### src/rtl/ext_in_cntrl.sv
// ---------------------------------------------------------------------------
// ext_in_cntrl
//
// Input-port controller for the SimpleCPU IN instruction (opcode 4'h7).
// Bytes from an external producer arrive over a valid/ready handshake and
// are buffered in a small first-word-fall-through FIFO. The oldest byte is
// presented to the EXE-stage write-back mux. An IN that executes against an
// empty buffer raises in_stall so the PC and pipeline hold until data lands.
//
// Ports:
//   clk        in   clock, all state updates on posedge
//   rst        in   asynchronous active-high reset
//   ext_data   in   [7:0] byte offered by the external producer
//   ext_valid  in   producer has a byte on ext_data
//   ext_ready  out  controller accepts a byte this cycle
//   op         in   [3:0] opcode of the instruction currently in EXE
//   in_data    out  [7:0] oldest buffered byte (8'h00 when empty)
//   in_stall   out  IN against an empty buffer; hold PC and insert a bubble
//   count      out  [AW:0] number of buffered bytes, 0..DEPTH
// ---------------------------------------------------------------------------
module ext_in_cntrl #(
    parameter int DEPTH = 4,
    localparam int AW   = $clog2(DEPTH)
) (
    input  logic          clk,
    input  logic          rst,
    input  logic [7:0]    ext_data,
    input  logic          ext_valid,
    output logic          ext_ready,
    input  logic [3:0]    op,
    output logic [7:0]    in_data,
    output logic          in_stall,
    output logic [AW:0]   count
);

    localparam logic [3:0]  OP_IN    = 4'h7;
    localparam logic [AW:0] FULL_CNT = (AW+1)'(DEPTH);

    logic [7:0]    mem_q [DEPTH];
    logic [AW-1:0] wp_q, wp_d;
    logic [AW-1:0] rp_q, rp_d;
    logic [AW:0]   cnt_q, cnt_d;

    logic empty;
    logic full;
    logic push;
    logic rd_req;
    logic pop;

    assign empty  = (cnt_q == '0);
    assign full   = (cnt_q == FULL_CNT);

    // Ready comes only from registered occupancy and rst, so there is no
    // combinational path from ext_valid or op. A pop while full therefore
    // frees a slot only from the next cycle on.
    assign ext_ready = !rst && !full;
    assign push      = ext_valid && ext_ready;

    assign rd_req = (op == OP_IN);
    assign pop    = rd_req && !empty;

    // No empty bypass: a byte pushed this cycle is only visible next cycle.
    assign in_data  = empty ? 8'h00 : mem_q[rp_q];
    assign in_stall = rd_req && empty;
    assign count    = cnt_q;

    always_comb begin
        wp_d  = wp_q;
        rp_d  = rp_q;
        cnt_d = cnt_q;
        if (push) begin
            wp_d = wp_q + AW'(1);   // power-of-two depth: wraps naturally
        end
        if (pop) begin
            rp_d = rp_q + AW'(1);
        end
        case ({push, pop})
            2'b10:   cnt_d = cnt_q + (AW+1)'(1);
            2'b01:   cnt_d = cnt_q - (AW+1)'(1);
            default: cnt_d = cnt_q;
        endcase
    end

    always_ff @(posedge clk or posedge rst) begin
        if (rst) begin
            wp_q  <= '0;
            rp_q  <= '0;
            cnt_q <= '0;
        end else begin
            wp_q  <= wp_d;
            rp_q  <= rp_d;
            cnt_q <= cnt_d;
        end
    end

    // Storage contents are don't-care after reset; occupancy gates the output.
    always_ff @(posedge clk) begin
        if (push) begin
            mem_q[wp_q] <= ext_data;
        end
    end

endmodule

### config.mk
export PLATFORM = sky130hd
export DESIGN_NAME = ext_in_cntrl
export DESIGN_NICKNAME = d
export VERILOG_FILES = /design/src/rtl/ext_in_cntrl.sv
export SDC_FILE = /design/constraint.sdc
export NUM_CORES = 1
export LEC_CHECK = 0
export ABC_AREA = 1
export CAP_MARGIN = 40
export CORE_AREA = 2 2 126 67
export CTS_CLUSTER_SIZE = 8
export DETAILED_ROUTE_END_ITERATION = 16
export DIE_AREA = 0 0 128 69
export PLACE_DENSITY = 0.4
export SYNTH_ARGS = -nofsm -noshare
export SYNTH_HDL_FRONTEND = slang
export SYNTH_SLANG_ARGS = --single-unit
### constraint.sdc
create_clock -name clk -period 2.1 [get_ports clk]
set_input_delay 0.315 -clock clk [delete_from_list [all_inputs] [get_ports clk]]
set_output_delay 0.315 -clock clk [all_outputs]
set_load 0.05 [all_outputs]
==> Word level (Yosys, flattened, before mapping) <==
Memory sizes are Yosys's and may differ from the RTL's.
Cells that the tools add are included.
{ "word_totals": {"regBits": 7, "ramBits": 32, "in_bits": 15, "output_inout_bits": 13, "elab_cells": 25, "n_memories": 1} }
{ "mem_list": {"columns": ["memory", "depth", "width", "read_ports", "rd_clocked_by_memory_dff", "write_ports", "line", "text"], "rows": [
  ["mem_q", 4, 8, 1, 0, 1, "39", "logic [7:0] mem_q [DEPTH];"]
]} }
{ "classes": {"add_sub_neg": 4, "eq_ne": 4, "muxes": 4, "n_reduce_logical": 9} }
{ "op_table": {"columns": ["operator", "count"], "rows": [
  ["$mux 8", 1],
  ["$pmux 3 s2", 1],
  ["$add 2x1->2 const B", 2],
  ["$eq 4x3->1 const B", 1],
  ["$logic_and 1x1->1", 4],
  ["$add 3x1->3 const B", 1],
  ["$eq 3x3->1 const B", 1],
  ["$logic_not 1->1", 3],
  ["$logic_not 3->1", 1],
  ["$sub 3x1->3 const B", 1],
  ["$eq 2x1->1 const B", 1],
  ["$eq 2x2->1 const B", 1],
  ["$mux 1", 2],
  ["$reduce_bool 2->1", 1]
]} }

==> Longest topological paths before layout <==
Gate-level depths: netlist of run 1.
{ "depth": {"word_depth": 6, "mapped_depth": 13, "mapped_depth_nobuf": 13} }

==> Least setup slack after synthesis of run 1 <==
OpenSTA, ideal clock, no wires.
{ "synth_timing": {"path_type": "register to output", "start": "register cnt_q[1] (netlist: count[1])", "end": "output in_stall", "arrival_time_ns": 1.987, "required_time_ns": 1.785, "path_slack_ns": -0.202, "path_stages_with_launch": 4, "n_path_buf": 0, "path_cell_list": "dfrtp_1 inv_1 nand3_1 nor3_1"} }
{ "synth_between": {"elab_chain_len": 2} }
{ "synth_rtl": {"columns": ["item", "line", "text"], "rows": [
  ["start: declaration", "42", "logic [AW:0] cnt_q, cnt_d;"],
  ["start signal: assignment", "92", "cnt_q <= cnt_d;"],
  ["$logic_not 3->1", "50", "assign empty = (cnt_q == '0);"],
  ["$logic_and 1x1->1", "64", "assign in_stall = rd_req && empty;"],
  ["end: declaration", "32", "output logic in_stall,"]
]} }
No other way between the ends.

==> Final worst setup path of run 1 <==
{ "layout_timing": {"start": "register cnt_q[2] (netlist: count[2])", "end": "output in_data[0]"} }
{ "layout_between": {"elab_chain_len": 2} }
{ "layout_rtl": {"columns": ["item", "line", "text"], "rows": [
  ["$logic_not 3->1", "50", null],
  ["$mux 8", "63", "assign in_data = empty ? 8'h00 : mem_q[rp_q];"],
  ["end: declaration", "31", "output logic [7:0] in_data,"]
]} }
No other way between the ends.

==> flow_metrics.tcl, run 1 <==
set metrics [dict create \
    yosysMostFrequentCell "nand2_1" \
    dp.final_hpwl_um 2830 \
    antenna_found_initial 0 \
    cp-startpoint "count[2]" \
    power.total_mw 3.91 \
    gp_congestion 0.708 \
    vias 1292 \
    insertedDiodeCount 0 \
    setup_violations 0 \
    synthTopCellsByArea "edfxtp_1, nand2_1, inv_1" \
    p_leak_nw 1.15 \
    drtAntennaViolNets 0 \
    crit_chain "inv_1 > nand3_1 > inv_2 > a21oi_1 > buf_12" \
    cts_sinks 39 \
    grt_setup_unrepaired "no" \
    crit_path_end "in_data[0]" \
    die_area_um2 8830 \
    crit_arrival_ns 1.63 \
    cp_top_family "flip-flops" \
    die-width_um 128 \
    crit_buf_inv 3 \
    fp-row-count 23 \
    period_share_pct 92.7 \
    r2r_setup_slack_ns 0.24 \
    first_global_vias 1239 \
    fin_skew_ns 0.00332 \
    reg2reg_depth 11 \
    htreeDepth 2 \
    synthFlopType "edfxtp_1" \
    cts_tree "yes" \
    path_class "reg2out" \
    io_buffers 27 \
    netlist.area_leader.share_pct 51.5 \
    vdd_drop_max_v 0.000716 \
    drt_iter0_markers 63 \
    via_per_inst 3.88 \
    grt_max_degree 19 \
    p_per_area_nw_per_um2 1540 \
    grt_first_pass_wirelength_um 6470 \
    clockRootBuffer "clkbuf_16" \
    post-place-ws_ns -0.0485 \
    reg2reg_to "count[2]" \
    synth.net_count 213 \
    fin_ws_ns 0.154 \
    pin_count 28 \
    cp_slowest_cell "dfrtp_1" \
    grt_usage_pct 9.91 \
    yosys.area.top_type "edfxtp_1" \
    tightest_slew_ns 0.496 \
    syn_area_um2 1860 \
    drt-total-wl_um 4000 \
    yosys_warnings 0 \
    required_ns 1.78 \
    fin_crit_ns 1.95 \
    numCtsBuffers 5 \
    synth-edff-count 32 \
    ys_top_cells_by_count "nand2_1, inv_1, edfxtp_1, nand3_1" \
    cp-start-kind "register" \
    worstSetupEndpointType "primary output" \
    max_stage_delay_ns 0.42 \
    area_delta_synth_final_pct 36.6 \
    fin_util_pct 33.0 \
    clkTransAtPathRegs_ns 0.06 \
    synthArstFlopShare_pct 17.9 \
    min-delay-path-class "in2async" \
    status "complete, no violations" \
    start_util_pct 24.2 \
    syn_avg_cell_area_um2 9.71 \
    relSlewSlack_pct 66.8 \
    drv_slew 0 \
    clk_latency_ns 0.28 \
    holdWs_ns 0.414 \
    overflow 0 \
    synth_cell_types 23 \
    firstDrtPassIters 4 \
    drc 0 \
    seq_area_frac_synth_pct 60.9 \
    path_max_fanout 8 \
    max_cap_viol_count 0 \
    report.final.hold_viol_count 0 \
    synthCells 192 \
    layout-drive-gt1-share_pct 15.0 \
    synth-seq-cells 39 \
    core_area_um2 7710 \
    reg2reg_from "count[2]" \
    clk_path_buf_depth 2 \
    fmax_ghz 0.514 \
    path_depth 5 \
    fp.dieH_um 69 \
    post-cts-setup-buffers 0 \
    nets 254 \
    wl_per_cell_um 12.0 \
]
## tightest hold or removal path, delay by kind of cell
family / cells / cell delay [ns]
buf+inv: 3 / 0.73
## per-layer routing
metal / share of wire [%] / global-route usage (%) / routed length (um)
met4: 1.1 / 3.54 / 46
met1: 56 / 15.2 / 2240
met2: 38 / 12.2 / 1510
met3: 5.1 / 3.73 / 206
met5: 0 / 0 / 0
## logic make-up after synthesis
logic type	share of synthesized area, %
compound gates	2.95
simple gates	19.1
buf+inv	12.1
fa+ha+maj	4.43
xor+xnor	0.470
flops	60.9
## flip-flops by register name, summed over array words and instances (netlist names)
signal	cells
count	3
rp_q	2
mem_q	32
wp_q	2
## report_power, final
group          total, mW  switching (mW)  internal [mW]
combinational       2.16            1.31          0.856
clock              0.701           0.275          0.426
sequential          1.04          0.0724          0.972
total               3.91            1.65           2.25
## metrics by stage
stage / std cells / TNS [ns] / area [um2]
after detailed placement: 326 / -0.0485 / 2410
final: 333 / 0 / 2550
after global placement: 326 / 0 / 2410
after global routing: 333 / 0 / 2550
after floorplan: 192 / -0.976 / 1870
after CTS: 333 / 0 / 2550
## layout by cell type, fill, tap and decap left out, types with 5 or more instances in the layout
| master | count |
|---|---|
| nor2_1 | 5 |
| dfrtp_1 | 7 |
| nand3_1 | 20 |
| clkdlybuf4s50_1 | 17 |
| nand2_1 | 50 |
| a21oi_1 | 7 |
| buf_4 | 11 |
| inv_1 | 46 |
| edfxtp_1 | 32 |
| buf_12 | 10 |
| clkbuf_16 | 5 |
| ha_1 | 5 |
## worst min path at each step
| stage | to | startpoint | slack, ns |
|---|---|---|---|
| 2_1_floorplan | count[0] | rst | 0.15 |
| 3_3_place_gp | count[0] | count[0] | 0.51 |
| 3_5_place_dp | count[1] | count[1] | 0.51 |
| 4_1_cts | wp_q[1] | rst | 0.41 |
| 5_1_grt | wp_q[0] | rst | 0.48 |
| 6_report | wp_q[1] | rst | 0.41 |
## final cells by class
cell class | instances | area [um2]
clock buffers | 5 | 125
flip-flops and latches | 39 | 1140
well taps | 100 | 125
repair buffers | 38 | 453
fillers | 802 | 5170
multi-input cells | 99 | 508
clock inverters | 2 | 8.76
inverters | 50 | 190
## repair_timing
action	in CTS	in global routing
endpoints found under the setup margin	0	7
gates resized for setup	0	1
hold buffers	0	0
(Power assumes the default switching activity.)
==> run 2, diff against run 1 <==
--- a/config.mk
+++ b/config.mk
@@ -12,6 +12,7 @@
 export DETAILED_ROUTE_END_ITERATION = 16
 export DIE_AREA = 0 0 128 69
 export PLACE_DENSITY = 0.4
+export SLEW_MARGIN = 15
 export SYNTH_ARGS = -nofsm -noshare
 export SYNTH_HDL_FRONTEND = slang
 export SYNTH_SLANG_ARGS = --single-unit
==> results of run 2 <==
No change in the layout: final DEF, timing and power equal those of run 1.
==> run 3, diff against run 2 <==
--- a/config.mk
+++ b/config.mk
@@ -8,11 +8,12 @@
 export ABC_AREA = 1
 export CAP_MARGIN = 40
 export CORE_AREA = 2 2 126 67
+export CTS_CLUSTER_DIAMETER = 100
 export CTS_CLUSTER_SIZE = 8
 export DETAILED_ROUTE_END_ITERATION = 16
 export DIE_AREA = 0 0 128 69
 export PLACE_DENSITY = 0.4
-export SLEW_MARGIN = 15
+export SLEW_MARGIN = 10
 export SYNTH_ARGS = -nofsm -noshare
 export SYNTH_HDL_FRONTEND = slang
 export SYNTH_SLANG_ARGS = --single-unit
==> results of run 3 <==
No change in the layout: final DEF, timing and power equal those of run 1.
